===== src/rtl/debounced_event_inputs_if.sv =====
// Event read port of debounced_event_inputs: first-word-fall-through head entry with ready/valid.
interface debounced_event_inputs_if #(
    parameter int CHW = 3
);
    logic           ev_valid_o;
    logic           ev_ready_i;
    logic [CHW-1:0] ev_chan_o;
    logic           ev_rise_o;
    logic           ev_repeat_o;

    modport master (
        output ev_valid_o, ev_chan_o, ev_rise_o, ev_repeat_o,
        input  ev_ready_i
    );

    modport slave (
        input  ev_valid_o, ev_chan_o, ev_rise_o, ev_repeat_o,
        output ev_ready_i
    );
endinterface


===== src/rtl/debounced_event_inputs.sv =====
// Synchronise and debounce N_CH raw lines, emit press/release pulses and queue channel-tagged events.
// Optional auto-repeat of held channels: define DEBOUNCED_EVENT_AUTOREPEAT_EN.
module debounced_event_inputs #(
    parameter int N_CH            = 8,
    parameter int DEBOUNCE_CYCLES = 5_000_000,
    parameter int FIFO_DEPTH      = 8,
    parameter int REPEAT_DELAY    = 50_000_000,
    parameter int REPEAT_PERIOD   = 10_000_000
) (
    input  logic                     clk_i,
    input  logic                     rst_i,
    input  logic [N_CH-1:0]          raw_i,
    output logic [N_CH-1:0]          level_o,
    output logic [N_CH-1:0]          press_o,
    output logic [N_CH-1:0]          release_o,
    debounced_event_inputs_if.master ev,
    output logic                     overflow_o,
    input  logic                     clr_overflow_i
);
    localparam int CHW = (N_CH > 1) ? $clog2(N_CH) : 1;
    localparam int CW  = $clog2(DEBOUNCE_CYCLES + 1);
    localparam int AW  = $clog2(FIFO_DEPTH);
    localparam logic [CW-1:0] CNT_LAST = CW'(DEBOUNCE_CYCLES - 1);

    logic [N_CH-1:0] meta, sync;
    logic [CW-1:0]   cnt [N_CH];
    logic [N_CH-1:0] flip, rise_ev, fall_ev, rep_fire;
    logic [N_CH-1:0] pend_rise, pend_fall, grant_rise, grant_fall;
    logic            lose, push, pop, full, can_accept, found;
    logic [CHW-1:0]  push_chan;
    logic            push_rise, push_rep;
    logic [AW:0]     wptr, rptr;
    logic [CHW-1:0]  mem_chan [FIFO_DEPTH];
    logic            mem_rise [FIFO_DEPTH];
    logic            mem_rep  [FIFO_DEPTH];

    always_ff @(posedge clk_i or negedge rst_i) begin
        if (!rst_i) begin
            meta <= '0;
            sync <= '0;
        end else begin
            meta <= raw_i;
            sync <= meta;
        end
    end

    always_comb begin
        flip = '0;
        for (int unsigned c = 0; c < N_CH; c++)
            flip[c] = (sync[c] != level_o[c]) && (cnt[c] == CNT_LAST);
        rise_ev = flip & ~level_o;
        fall_ev = flip & level_o;
    end

    always_ff @(posedge clk_i or negedge rst_i) begin
        if (!rst_i) begin
            for (int unsigned c = 0; c < N_CH; c++) cnt[c] <= '0;
            level_o   <= '0;
            press_o   <= '0;
            release_o <= '0;
        end else begin
            for (int unsigned c = 0; c < N_CH; c++) begin
                if ((sync[c] == level_o[c]) || flip[c]) cnt[c] <= '0;
                else                                    cnt[c] <= cnt[c] + 1'b1;
            end
            level_o   <= level_o ^ flip;
            press_o   <= rise_ev;
            release_o <= fall_ev;
        end
    end

    // Fixed priority: lowest channel first, rise before fall within a channel.
    always_comb begin
        grant_rise = '0;
        grant_fall = '0;
        push_chan  = '0;
        push_rise  = 1'b0;
        found      = 1'b0;
        if (can_accept) begin
            for (int unsigned c = 0; c < N_CH; c++) begin
                if (!found && pend_rise[c]) begin
                    found         = 1'b1;
                    grant_rise[c] = 1'b1;
                    push_chan     = CHW'(c);
                    push_rise     = 1'b1;
                end else if (!found && pend_fall[c]) begin
                    found         = 1'b1;
                    grant_fall[c] = 1'b1;
                    push_chan     = CHW'(c);
                end
            end
        end
        push = found;
    end

    // A flag being drained this cycle can take a new event without loss.
    assign lose = |((rise_ev & pend_rise & ~grant_rise) | (fall_ev & pend_fall & ~grant_fall));

    always_ff @(posedge clk_i or negedge rst_i) begin
        if (!rst_i) begin
            pend_rise  <= '0;
            pend_fall  <= '0;
            overflow_o <= 1'b0;
        end else begin
            pend_rise <= (pend_rise & ~grant_rise) | rise_ev | rep_fire;
            pend_fall <= (pend_fall & ~grant_fall) | fall_ev;
            if (lose)                overflow_o <= 1'b1;
            else if (clr_overflow_i) overflow_o <= 1'b0;
        end
    end

`ifdef DEBOUNCED_EVENT_AUTOREPEAT_EN
    localparam int RMAX = (REPEAT_DELAY > REPEAT_PERIOD) ? REPEAT_DELAY : REPEAT_PERIOD;
    localparam int RW   = $clog2(RMAX + 1);
    localparam logic [RW-1:0] FIRST_LAST = RW'(REPEAT_DELAY - 1);
    localparam logic [RW-1:0] NEXT_LAST  = RW'(REPEAT_PERIOD - 1);

    logic [RW-1:0]   rcnt [N_CH];
    logic [N_CH-1:0] rfirst, pend_rep, rep_free;

    always_comb begin
        rep_fire = '0;
        for (int unsigned c = 0; c < N_CH; c++)
            rep_fire[c] = level_o[c] && !fall_ev[c] &&
                          (rcnt[c] == (rfirst[c] ? FIRST_LAST : NEXT_LAST));
        rep_free = ~pend_rise | grant_rise;
        push_rep = |(grant_rise & pend_rep);
    end

    always_ff @(posedge clk_i or negedge rst_i) begin
        if (!rst_i) begin
            for (int unsigned c = 0; c < N_CH; c++) rcnt[c] <= '0;
            rfirst   <= '1;
            pend_rep <= '0;
        end else begin
            for (int unsigned c = 0; c < N_CH; c++) begin
                if (!level_o[c] || fall_ev[c]) begin
                    rcnt[c]   <= '0;
                    rfirst[c] <= 1'b1;
                end else if (rep_fire[c]) begin
                    rcnt[c]   <= '0;
                    rfirst[c] <= 1'b0;
                end else begin
                    rcnt[c]   <= rcnt[c] + 1'b1;
                end
            end
            // A coalesced or dropped event leaves the pending entry's tag untouched.
            pend_rep <= (pend_rep & ~rep_free) | (rep_free & rep_fire);
        end
    end

    assign ev.ev_repeat_o = ev.ev_valid_o ? mem_rep[rptr[AW-1:0]] : 1'b0;
`else
    assign rep_fire       = '0;
    assign push_rep       = 1'b0;
    assign ev.ev_repeat_o = 1'b0;
`endif

    assign full       = (wptr[AW] != rptr[AW]) && (wptr[AW-1:0] == rptr[AW-1:0]);
    assign pop        = ev.ev_valid_o && ev.ev_ready_i;
    assign can_accept = !full || pop;

    always_ff @(posedge clk_i or negedge rst_i) begin
        if (!rst_i) begin
            wptr <= '0;
            rptr <= '0;
        end else begin
            if (push) wptr <= wptr + 1'b1;
            if (pop)  rptr <= rptr + 1'b1;
        end
    end

    always_ff @(posedge clk_i) begin
        if (push) begin
            mem_chan[wptr[AW-1:0]] <= push_chan;
            mem_rise[wptr[AW-1:0]] <= push_rise;
            mem_rep[wptr[AW-1:0]]  <= push_rep;
        end
    end

    assign ev.ev_valid_o = (wptr != rptr);
    assign ev.ev_chan_o  = ev.ev_valid_o ? mem_chan[rptr[AW-1:0]] : '0;
    assign ev.ev_rise_o  = ev.ev_valid_o ? mem_rise[rptr[AW-1:0]] : 1'b0;
endmodule


===== src/flat_wrapper.sv =====
// flat-port wrapper written by rule: the top's interface ports become plain ports
module debounced_event_inputs_flat 
#(
    parameter int N_CH            = 8,
    parameter int DEBOUNCE_CYCLES = 5_000_000,
    parameter int FIFO_DEPTH      = 8,
    parameter int REPEAT_DELAY    = 50_000_000,
    parameter int REPEAT_PERIOD   = 10_000_000
)
  (clk_i, rst_i, raw_i, level_o, press_o, release_o, overflow_o, clr_overflow_i, ev_ev_valid_o, ev_ev_chan_o, ev_ev_rise_o, ev_ev_repeat_o, ev_ev_ready_i);
  debounced_event_inputs_if ev_i ();
  input  logic clk_i;
  input  logic rst_i;
  input  logic [N_CH-1:0] raw_i;
  output logic [N_CH-1:0] level_o;
  output logic [N_CH-1:0] press_o;
  output logic [N_CH-1:0] release_o;
  output logic overflow_o;
  input  logic clr_overflow_i;
  output wire logic [$bits(ev_i.ev_valid_o)-1:0] ev_ev_valid_o;
  output wire logic [$bits(ev_i.ev_chan_o)-1:0] ev_ev_chan_o;
  output wire logic [$bits(ev_i.ev_rise_o)-1:0] ev_ev_rise_o;
  output wire logic [$bits(ev_i.ev_repeat_o)-1:0] ev_ev_repeat_o;
  input wire logic [$bits(ev_i.ev_ready_i)-1:0] ev_ev_ready_i;
  assign ev_ev_valid_o = ev_i.ev_valid_o;
  assign ev_ev_chan_o = ev_i.ev_chan_o;
  assign ev_ev_rise_o = ev_i.ev_rise_o;
  assign ev_ev_repeat_o = ev_i.ev_repeat_o;
  assign ev_i.ev_ready_i = ev_ev_ready_i;
  debounced_event_inputs #(.N_CH(N_CH), .DEBOUNCE_CYCLES(DEBOUNCE_CYCLES), .FIFO_DEPTH(FIFO_DEPTH), .REPEAT_DELAY(REPEAT_DELAY), .REPEAT_PERIOD(REPEAT_PERIOD)) u_core (.clk_i(clk_i), .rst_i(rst_i), .raw_i(raw_i), .level_o(level_o), .press_o(press_o), .release_o(release_o), .ev(ev_i), .overflow_o(overflow_o), .clr_overflow_i(clr_overflow_i));
endmodule

===== config.mk =====
export PLATFORM = sky130hd
export DESIGN_NAME = debounced_event_inputs_flat
export DESIGN_NICKNAME = d
export VERILOG_FILES = /design/src/rtl/debounced_event_inputs_if.sv /design/src/rtl/debounced_event_inputs.sv /design/src/flat_wrapper.sv
export SDC_FILE = /design/constraint.sdc
export NUM_CORES = 1
export LEC_CHECK = 0
export CAP_MARGIN = 20
export CORE_MARGIN = 2
export CORE_UTILIZATION = 31
export CTS_CLUSTER_SIZE = 24
export DETAILED_ROUTE_END_ITERATION = 8
export PLACE_DENSITY_LB_ADDON = 0.15
export RECOVER_POWER = 50
export SYNTH_ARGS = -nofsm -noshare
export SYNTH_HDL_FRONTEND = slang
export SYNTH_SLANG_ARGS = --single-unit

===== constraint.sdc =====
create_clock -name clk_i -period 3.2 [get_ports clk_i]
set_input_delay 0.48 -clock clk_i [delete_from_list [all_inputs] [get_ports clk_i]]
set_output_delay 0.48 -clock clk_i [all_outputs]
set_load 0.02 [all_outputs]

# After elaboration in Yosys (flattened, before gate mapping)
# Memories as Yosys holds them, arrays and structs flattened.
# Index checks and enable logic that the tools add are counted.
# W data, S select, Z words.
# word_totals
ff_bits,249
ram_bits,32
in_bits,12
output_inout_bits,31
elab_cells,201
mem_count,2
# memory_table
name,words,word_bits,read_ports,rd_clocked_by_memory_dff,wr,line,text
u_core.mem_chan,8,3,1,0,1,debounced_event_inputs.sv:33,logic [CHW-1:0] mem_chan [FIFO_DEPTH];
u_core.mem_rise,8,1,1,0,1,debounced_event_inputs.sv:34,logic mem_rise [FIFO_DEPTH];
# classes
add_sub_neg,10
eq_ne,27
n_mux,86
bitwise,15
reduce_logical,43
# op_table
op,n
$add A23 B1 Y23 const B,8
$eq A23 B23 Y1 const B,8
$mux W23,8
$and A8 B8 Y8,8
$mux W1,61
$mux W3,15
$logic_and A1 B1 Y1,24
$not A8 Y8,3
$or A8 B8 Y8,3
$mux W8,2
$logic_or A1 B1 Y1,9
$ne A1 B1 Y1,9
$add A4 B1 Y4 const B,2
$eq A1 B1 Y1,8
$logic_not A1 Y1,8
$reduce_or A8 Y1,1
$xor A8 B8 Y8,1
$ne A4 B4 Y1,1
$eq A3 B3 Y1,1
$reduce_bool A2 Y1,1

# Depth between registers and ports, before layout
# Gate-level depths: netlist of run 1.
# logic_depth
depth_word,45
ltp_mapped,9

# Least setup slack after synthesis of run 1
# Ideal clock, no wire load.
# synth_path
path_kind,flip-flop to flip-flop
from,reg u_core.cnt[128] in the netlist's numbering
to,reg u_core.overflow_o
setup_ns,0.064
arrival_time_ns,2.274
t_required_ns,3.136
path_slack_ns,0.862
path_stages_with_launch,8
path_buffers,1
synth_period_minus_slack_ns,2.338
path_cell_list,dfrtp_1 -> or4b_1 -> or4_1 -> buf_2 -> or4b_1 -> o2111a_1 -> nand3_1 -> a211o_1
# synth_via
elab_chain_cells,8
word_cells_on_any_way,12
# synth_rtl
element,line,text
start: declaration,debounced_event_inputs.sv:26,logic [CW-1:0] cnt [N_CH];
start signal: indexed assignment,debounced_event_inputs.sv:64,else cnt[c] <= cnt[c] + 1'b1;
$eq A23 B23 Y1 *,debounced_event_inputs.sv:50,flip[c] = (sync[c] != level_o[c]) && (cnt[c] == CNT_LAST);
$logic_and A1 B1 Y1 *,debounced_event_inputs.sv:50,
"$and A8 B8 Y8, on equally long branches","debounced_event_inputs.sv:51, debounced_event_inputs.sv:52",
$and A8 B8 Y8 (2 in series),debounced_event_inputs.sv:97,assign lose = |((rise_ev & pend_rise & ~grant_rise) | (fall_ev & pend_fall & ~grant_fall));
$or A8 B8 Y8 *,debounced_event_inputs.sv:97,
$reduce_or A8 Y1 *,debounced_event_inputs.sv:97,
$mux W1 or $reduce_bool A2 Y1 (tied branches),--,
end signal: assignment,debounced_event_inputs.sv:103,overflow_o <= 1'b0;
end signal: assignment,debounced_event_inputs.sv:107,if (lose) overflow_o <= 1'b1;
end signal: assignment,debounced_event_inputs.sv:108,else if (clr_overflow_i) overflow_o <= 1'b0;
end: declaration,debounced_event_inputs.sv:17,"output logic overflow_o,"
# Every way passes the cells marked *; elsewhere a longest branch is shown, timed or not.
# A chain may end at the register's enable or synchronous reset.

# Worst setup path after layout of run 1
# layout_path
from,reg u_core.rptr[2]
to,out ev_ev_valid_o
# layout_via
elab_chain_cells,1
# layout_rtl
element,line,text
start: declaration,debounced_event_inputs.sv:32,"logic [AW:0] wptr, rptr;"
start signal: assignment,debounced_event_inputs.sv:169,if (pop) rptr <= rptr + 1'b1;
$ne A4 B4 Y1,debounced_event_inputs.sv:181,assign ev.ev_valid_o = (wptr != rptr);
end: declaration,flat_wrapper.sv:20,output wire logic [$bits(ev_i.ev_valid_o)-1:0] ev_ev_valid_o;
# Every way passes these cells.

==> run summary, run 1 <==
Crit Path Class -> reg2out
GRT overflow -> 0
Drt wl/cell -> 14.9 microns
Worst EP required -> 2720 ps
Fin. Hold Viols -> 0
Synth-to-Final Area Change -> 17.7%
Psw -> 0.00206 W
Compound-Gate Fraction of Synth Area -> 3.86%
Worst-Margin Slew -> 2330 ps
Post-Syn Area per Cell -> 10.6 sq um
Combinational power share -> 9.7%
Fin nets -> 1293
CTS tree -> yes
Crit Path Max Fanout -> 7
Finished Layout Cells -> 1828
Largest area contributor in the netlist -> dfrtp_1
Clock root cell -> clkbuf_16
Mux contribution to synthesized area -> 2.61%
Worst path arrival time -> 2440 ps
Clk pwr share -> 44.9%
Cell Rows -> 74
Residual DRC count -> 0
VDD IR max -> 0.254 mV
Yosys cell types -> 59
Setup TNS -> 0 ps
Iteration-0 DRC Markers -> 465
XOR/XNOR share of the synthesized area -> 11.5%
Power Total -> 0.00845 W
Fmax -> 0.342 GHz
Synth warn -> 0
Die area -> 0.0428 sq mm
Simple-Gate Fraction of Synth Area -> 23.0%
Proportion of layout cells with a drive suffix above 1 -> 8.49%
Crit path capture type -> output pin
Share of async-settable or async-resettable flops after synthesis -> 88.6%
Chip width -> 207 microns
Worst clock skew -> 17.4 ps
Detailed Routing Iterations Pass 1 -> 6
Largest net degree at the start of global routing -> 86
Number of global-route vias before repair -> 8758
P_leak -> 6.48 nW
CTS Buf Count -> 35
Synth top cells by count -> dfrtp_1 (249), nor2_1 (219), xor2_1 (102)
Relative slew slack -> -55.6%
Initial Util -> 31.3%
Main synth FF type -> dfrtp_1
Die height -> 207 microns
Final Slew Violations -> 83
Cell count after placement -> 1766
Core outline area -> 0.0407 sq mm
Max-Cap Viols -> 1
Period minus WS final -> 2920 ps
Reg power frac -> 45.4%
Post-DRT Antenna Nets -> 0
Post-synth EDFFs -> 32
I/O Pins -> 43
Post-Syn Instances -> 1201
Adder-cell share of the synthesized area -> 0.981%
GRT Total Usage -> 13.4%
Clock Latency Late Sink -> 520 ps
Post-route clock period utilization -> 91.4%
Sequential fraction of the synthesis area -> 56.4%
Net Count, Synth -> 1223
Power per cell area -> 563 mW/mm^2
Type of origin of the critical path -> flop
Post-CTS resize count -> 0
Antenna violations before repair -> 0
Unrepaired setup endpoints after global routing -> false
Routed WL -> 27200 microns
CTS sink cnt -> 281
Cts-stage hold buffer count -> 0
Via Count -> 8621
Ant. Diodes -> 0
Main area contributors after synthesis -> dfrtp_1 (49%), edfxtp_1 (7.5%), xor2_1 (7.0%)
Maximum root-to-sink buffer count -> 3
Synth Cell Area -> 0.0128 sq mm
H-tree level count -> 2
Yosys top cell area share -> 48.8%
R2R Setup Slk -> 560 ps
First-pass GRT wire length -> 46300 microns
Status -> finished, violations left
Sw Ratio -> 24.4%
CTS clk-pin slew, worst paths -> 60 ps
Min-delay worst type -> reg2reg
Most common cell in the netlist -> dfrtp_1
Failing checks -> capacitance limit, slew limit
Vias per cell -> 4.72
Routability-driven placement congestion ratio -> 0.768
Post-CTS setup buffer count -> 0
Int Power -> 0.00639 W
I/O Buffers -> 41
Largest family of logic cells by synthesized area -> simple AND/OR/NAND/NOR gates
HPWL after DPL -> 18300 microns
Final setup violation count -> 0
Synthesized flop and latch total -> 281
==> registers in the layout, summed over array words and instances (netlist names), 4 cells and up, named ones only <==
signal            count
u_core.sync           8
u_core.wptr           4
u_core.press_o        8
u_core.meta           8
u_core.cnt          184
u_core.pend_fall      8
u_core.mem_rise       8
u_core.rptr           4
u_core.release_o      8
u_core.pend_rise      8
u_core.mem_chan      24
==> kinds of logic (layout without fill, tap and decap cells) <==
group           after synthesis  count (layout)
other cells                   1               1
simple gates                589             589
fa+ha+maj                    10              10
xor+xnor                    168             168
compound gates               79              79
mux                          22              22
buf+inv                      51             146
flops                       281             281
==> power by group through the flow <==
stage          Sequential [W]  Combinational (W)  Clock [W]
2_1_floorplan         0.00382           0.000572          0
3_3_place_gp          0.00390           0.000833          0
3_5_place_dp          0.00390           0.000832          0
4_1_cts               0.00383           0.000835    0.00395
5_1_grt               0.00385           0.000921    0.00410
6_report              0.00384           0.000818    0.00380
==> placed cells by master, fill, tap and decap left out, types with 15 or more instances in the layout <==
cell / netlist / layout
dlygate4sd3_1: 0 / 19
nand3_1: 56 / 56
nor3_1: 15 / 15
nor2_1: 219 / 219
a21oi_1: 22 / 22
xnor2_1: 66 / 66
o21ai_0: 27 / 27
nand2_1: 95 / 95
and3_1: 49 / 49
xor2_1: 102 / 102
clkdlybuf4s50_1: 0 / 21
inv_1: 22 / 22
or3_1: 17 / 17
buf_4: 4 / 16
dfrtp_1: 249 / 248
nand4_1: 37 / 37
clkbuf_16: 0 / 37
edfxtp_1: 32 / 32
==> final timing paths <==
| kind | depth (start not counted) | startpoint | endpoint |
|---|---|---|---|
| max | 5 | u_core.rptr[2] | ev_ev_valid_o |
| min | 0 | u_core.meta[0] | u_core.sync[0] |
| max reg2reg | 7 | u_core.pend_fall[4] | u_core.mem_rise[0] |
| min reg2reg | 0 | u_core.meta[0] | u_core.sync[0] |
| max in group asynchronous | 1 | rst_i | u_core.rptr[1] |
| min in group asynchronous | 1 | rst_i | u_core.cnt[83] |
==> through the flow <==
stage          utilization, %  area, sq um  worst slack [ps]  hold slack (ps)
3_5_place_dp             34.1        13900               271              338
4_1_cts                  36.9        15000              37.1             8.13
5_1_grt                  36.9        15000              87.4              362
6_report                 36.9        15000               275              349
2_1_floorplan               -        12800               862              184
3_3_place_gp             34.1        13900               405              336
==> area by class of cell <==
| cell class | count | area (sq um) |
|---|---|---|
| Clock buffer | 54 | 1080 |
| Timing Repair Buffer | 62 | 593 |
| Inverter | 22 | 82.6 |
| Multi-Input combinational cell | 869 | 5360 |
| Tap cell | 532 | 666 |
| Sequential cell | 281 | 7190 |
| Fill cell | 4092 | 25700 |
| Clock inverter | 8 | 40.0 |
==> layer usage <==
metal | wire (microns) | track usage [%]
met5 | 0 | 0
met1 | 14000 | 19.9
met2 | 11700 | 19.9
met4 | 585 | 4.28
met3 | 894 | 2.21
==> worst max-delay path, stage by stage (launching register included) <==
cell             delay, ps
dfrtp_1                560
xnor2_1                160
nand3_1                280
nor2b_2                290
inv_1                  110
clkdlybuf4s50_1        540
(Power assumes the default switching activity.)
==> inputs of run 2 (changes only) <==
--- a/config.mk
+++ b/config.mk
@@ -10,6 +10,7 @@
 export CORE_UTILIZATION = 31
 export CTS_CLUSTER_SIZE = 24
 export DETAILED_ROUTE_END_ITERATION = 8
+export HOLD_SLACK_MARGIN = 0.15
 export PLACE_DENSITY_LB_ADDON = 0.15
 export RECOVER_POWER = 50
 export SYNTH_ARGS = -nofsm -noshare
==> run 2 against run 1 <==
Against the previous run: the run still ends with capacitance limit, slew limit left; clock skew down 1.9 ps; cell area is essentially flat; maximum frequency hardly changed; die area did not move; flip-flop and latch count stayed put; sequential share of layout area about the same; combinational power hardly changed; first-iteration DRC count up 1.5%; clock power is essentially flat; core utilization is essentially flat; register-to-register slack improved by 20 ps; largest power group unchanged.
==> run summary, run 2 (same netlist as run 1, synthesis figures left out) <==
Antenna violations before repair -> 0 (unchanged)
Routed WL -> 27200 microns (about the same)
Vias per cell -> 4.71 (was 4.72)
Crit path capture type -> output pin (unchanged)
Iteration-0 DRC Markers -> 472 (was 465)
CTS Buf Count -> 35 (unchanged)
Type of origin of the critical path -> flop (unchanged)
Final setup violation count -> 0 (unchanged)
Failing checks -> capacitance limit, slew limit (unchanged)
Via Count -> 8622 (was 8621)
Clk pwr share -> 44.9% (about the same)
Clock Latency Late Sink -> 510 ps (was 520 ps)
Chip width -> 207 microns (unchanged)
Core outline area -> 0.0407 sq mm (unchanged)
Status -> finished, violations left (unchanged)
Post-DRT Antenna Nets -> 0 (unchanged)
I/O Buffers -> 41 (unchanged)
Crit path cell chain -> xnor2_1 > nand3_1 > nor2b_2 > inv_1 > clkdlybuf4s50_1 (unchanged)
Reg power frac -> 45.4% (about the same)
CTS clk-pin slew, worst paths -> 60 ps (about the same)
Worst EP required -> 2720 ps (about the same)
GRT overflow -> 0 (unchanged)
Largest net degree at the start of global routing -> 86 (unchanged)
Commonest non-fill, non-tap cell in the layout -> dfrtp_1 (unchanged)
Detailed Routing Iterations Pass 1 -> 4 (was 6)
Relative slew slack -> -36.5% (was -55.6%)
Synth-to-Final Area Change -> 17.6% (was 17.7%)
Routability-driven placement congestion ratio -> 0.768 (unchanged)
Worst-Margin Slew -> 2050 ps (was 2330 ps)
Cell count after placement -> 1766 (unchanged)
Finished Layout Cells -> 1829 (was 1828)
Register name with the most flops -> u_core.cnt (unchanged)
HPWL after DPL -> 18300 microns (unchanged)
Residual DRC count -> 0 (unchanged)
P_leak -> 6.47 nW (was 6.48 nW)
Period minus WS final -> 2920 ps (about the same)
Fin. Hold Viols -> 0 (unchanged)
Layout fillers -> 4096 (was 4092)
CTS sink cnt -> 281 (unchanged)
Worst clock skew -> 15.5 ps (was 17.4 ps)
Post-route setup slack -> 276 ps (was 275 ps)
GRT Total Usage -> 13.4% (unchanged)
Most frequent cells in the layout -> dfrtp_1 (248), nor2_1 (219), xor2_1 (102), nand2_1 (95), xnor2_1 (66) (unchanged)
Maximum root-to-sink buffer count -> 3 (unchanged)
Int Power -> 0.00639 W (about the same)
Number of global-route vias before repair -> 8758 (unchanged)
Crit Path Max Fanout -> 7 (unchanged)
Proportion of layout cells with a drive suffix above 1 -> 8.48% (was 8.49%)
Max FFs per register -> 184 (unchanged)
Power per cell area -> 563 mW/mm^2 (about the same)
Psw -> 0.00206 W (about the same)
Clock root cell -> clkbuf_16 (unchanged)
R2R Setup Slk -> 580 ps (was 560 ps)
Initial Util -> 31.3% (unchanged)
Ant. Diodes -> 0 (unchanged)
First-pass GRT wire length -> 46300 microns (unchanged)
Place WS -> 271 ps (unchanged)
Drt wl/cell -> 14.9 microns (about the same)
Worst hold slack -> 349 ps (about the same)
Setup TNS -> 0 ps (unchanged)
I/O Pins -> 43 (unchanged)
Sw Ratio -> 24.4% (about the same)
Die area -> 0.0428 sq mm (unchanged)
Post-route clock period utilization -> 91.4% (about the same)
Fin nets -> 1294 (was 1293)
Fmax -> 0.342 GHz (about the same)
Post-CTS setup buffer count -> 0 (unchanged)
Crit Path Class -> reg2out (unchanged)
CTS tree -> yes (unchanged)
Combinational power share -> 9.7% (about the same)
Unrepaired setup endpoints after global routing -> false (unchanged)
Min-delay worst type -> reg2reg (unchanged)
Critical Path Max Stage Delay -> 560 ps (about the same)
Power Total -> 0.00845 W (about the same)
Cell Rows -> 74 (unchanged)
VDD IR max -> 0.254 mV (about the same)
Max-Cap Viols -> 1 (unchanged)
Crit-path slowest cell -> dfrtp_1 (unchanged)
Worst path arrival time -> 2440 ps (about the same)
Final Slew Violations -> 85 (was 83)
Die height -> 207 microns (unchanged)
H-tree level count -> 2 (unchanged)
## run 2: changes by cell type in the layout (fill, tap and decap cells not counted), sizes merged
| cell | change |
|---|---|
| buf | +1 |
| clkbuf | -1 |
| dlygate4sd3 | +1 |
## run 2: final cells by class
| type | instances | area, sq um | share of cell area (%) |
|---|---|---|---|
| Timing Repair Buffer | 63 | 586 | 3.90 |
| Multi-Input combinational cell | 869 | 5360 | 35.7 |
| Clock buffer | 54 | 1080 | 7.19 |
| Sequential cell | 281 | 7190 | 47.9 |
| Inverter | 22 | 82.6 | 0.550 |
| Clock inverter | 8 | 40.0 | 0.267 |
| Tap cell | 532 | 666 | 4.43 |
## run 2: what timing repair did
action | in CTS | in global routing
hold endpoints to repair | 82 | 0
hold buffers | 1 | 0
setup endpoints to repair | 0 | 5
gates resized for setup | 0 | 2
## run 2: power by group through the flow
| stage | Clock (W) | Sequential, W | Combinational (W) |
|---|---|---|---|
| after floorplan | 0 | 0.00382 | 0.000572 |
| after global placement | 0 | 0.00390 | 0.000833 |
| after detailed placement | 0 | 0.00390 | 0.000832 |
| after CTS | 0.00395 | 0.00383 | 0.000837 |
| after global routing | 0.00410 | 0.00385 | 0.000918 |
| final | 0.00380 | 0.00384 | 0.000816 |
## run 2: final timing paths
check,start,end,depth (start not counted)
worst min-delay path,u_core.meta[0],u_core.sync[0],0
worst min register to register,u_core.meta[0],u_core.sync[0],0
worst max-delay path,u_core.rptr[2],ev_ev_valid_o,5
worst max register to register,u_core.pend_fall[4],u_core.mem_rise[0],7
max in group asynchronous,rst_i,u_core.cnt[36],3
min in group asynchronous,rst_i,u_core.cnt[84],2
## run 2: metrics by stage
| stage | instance area, sq um | util [%] |
|---|---|---|
| after floorplan | 12800 | - |
| after global placement | 13900 | 34.1 |
| after detailed placement | 13900 | 34.1 |
| after CTS | 15000 | 36.9 |
| after global routing | 15000 | 36.8 |
| final | 15000 | 36.8 |
## run 2: worst max-delay path, delay by kind of cell (launching register included)
family | cells | cell delay, ps
buffers and inverters | 2 | 650
and+or+nand+nor | 2 | 570
DFF | 1 | 560
xor gates and xnor gates | 1 | 160
## run 2: layer usage
layer | wire length [microns] | up-vias | global-route usage [%]
met1 | 14100 | 4193 | 19.9
met5 | 0 | - | 0
met2 | 11700 | 103 | 19.9
met4 | 556 | 0 | 4.28
met3 | 870 | 42 | 2.21
li1 | - | 4284 | -
==> RTL edit, RTL diff (config.mk and constraints of run 2) <==
`FIFO_DEPTH` is set to 8 in 2 places; all go to 4.
--- a/src/rtl/debounced_event_inputs.sv
+++ b/src/rtl/debounced_event_inputs.sv
@@ -4,5 +4,5 @@
     parameter int N_CH            = 8,
     parameter int DEBOUNCE_CYCLES = 5_000_000,
-    parameter int FIFO_DEPTH      = 8,
+    parameter int FIFO_DEPTH      = 4,
     parameter int REPEAT_DELAY    = 50_000_000,
     parameter int REPEAT_PERIOD   = 10_000_000
--- a/src/flat_wrapper.sv
+++ b/src/flat_wrapper.sv
@@ -4,5 +4,5 @@
     parameter int N_CH            = 8,
     parameter int DEBOUNCE_CYCLES = 5_000_000,
-    parameter int FIFO_DEPTH      = 8,
+    parameter int FIFO_DEPTH      = 4,
     parameter int REPEAT_DELAY    = 50_000_000,
     parameter int REPEAT_PERIOD   = 10_000_000
Check against the original RTL: no difference found for any inputs over 10 cycles, from zero or initial values and one cycle with rst_i low; that may be too few to reach the edited logic, so the function may still have changed.
==> RTL edit against run 2 <==
The run still ends with max-capacitance violations, max-slew violations left; setup slack got worse by 0.097 ns; synthesized area shrank 1.1%; cell area shrank 1.5%; fmax decreased by 3.2%; power is 4.7% lower; global-route usage up 0.30 points; wire length rose by 1.5%; sequential cell count fell by 18; critical path type unchanged; critical endpoint is now ev_ev_chan_o[1]; largest power group is now clock.
==> RTL edit: results (changes against run 2) <==
p_leak_nw: 6.20  # -4.2%
whs_endpoint: "u_core.sync[3]"
reg2reg_slack_ns: 0.74  # +0.16 ns
async_flop_share_pct: 93.9  # +5.3 points
violations: "max-capacitance violations, max-slew violations"
vdd_ir_drop_max_uv: 302  # +19%
yosys-top-cells-area: "dfrtp_1, nor2_1, xnor2_1, xor2_1, edfxtp_1"
cp_slowest_cell: "clkdlybuf4s50_1"
hold_start: "u_core.meta[3]"
synth.distinct_cells: 73  # +24%
port_buffers: 41  # unchanged
cpPeakStageDelay_ns: 0.64  # +0.08 ns
synth-edff-count: 16  # -50%
synth.avg_cell_area_um2: 10.3  # -3.3%
r2r-end: "u_core.cnt[13]"
drive_gt1_share_pct: 8.04  # -0.44 points
fin_cells: 1843  # +0.77%
synth_common_cells: "dfrtp_1, nor2_1, nand2_1"
clock_skew_ns: 0.0167  # +0.00118 ns
placed_cell_area_mm2: 0.0137  # -1.6%
synth_nets: 1253  # +2.5%
track_usage_pct: 13.7  # +0.30 points
status: "finished, violations left"
gp_congestion: 0.768  # about the same
seq_area_frac_synth_pct: 52.8  # -3.6 points
drtIter0Drc: 391  # -17%
wl_um: 27600  # +1.5%
grt_max_degree: 74  # -14%
slew_violations: 72  # -15%
firstDrtPassIters: 5  # +1
r2r-start: "u_core.cnt[0]"
first_global_vias: 8871  # +1.3%
cap_violations: 1  # unchanged
setup.worst_path.end: "ev_ev_chan_o[1]"
critPathTopFamily: "buffers and inverters"
cts_buffers: 34  # -2.9%
crit_start: "u_core.rptr[1]"
grt_pass1_wl_um: 46600  # +0.60%
[RTL edit: cell count changes after synthesis, sizes merged, moves of 13 or more]
cell           run 2  this run
a21oi             22         8
and3              51        34
buf                6        19
clkbuf            23         7
edfxtp            32        16
nand3             57        71
nor2             219       239
nor3              15        34
xnor2             66        92
xor2             102        81
[RTL edit: power by group]
part / internal (mW) / switching (mW)
combinational: 0.314 / 0.441
clock: 2.31 / 1.45
sequential: 3.43 / 0.107
total: 6.05 / 2.00
[RTL edit: kinds of logic after synthesis]
kind of cell	count (synthesis)	share of synthesized area, %
compound gates	58	3.42
xor+xnor	173	12.2
fa+ha+maj	13	1.29
buf+inv	56	2.02
flops	263	52.8
mux	12	1.52
other cells	1	0.0297
simple gates	652	26.8
[RTL edit: cell type report]
class                   instances  area [um^2]
clock buffers                  48         1030
clock inverters                11         78.8
fillers                      3981        25100
inverters                      30          113
multi-input cells             909         5700
flip-flops and latches        263         6660
well taps                     525          657
repair buffers                 57          544
[RTL edit: repair_timing]
action,CTS,global route
setup endpoints to repair,0,1
endpoints found under the hold margin,69,0
resized for setup,0,1
hold buffers,1,0
[RTL edit: routing by layer]
metal | wire [um] | track usage [%] | part of all wire, % | vias to the layer above
met2 | 12300 | 21.3 | 45 | 105
li1 | - | - | - | 4359
met5 | 0 | 0 | 0 | -
met4 | 554 | 4.36 | 2.0 | 0
met3 | 1110 | 2.99 | 4.0 | 35
met1 | 13600 | 19.0 | 49 | 4276
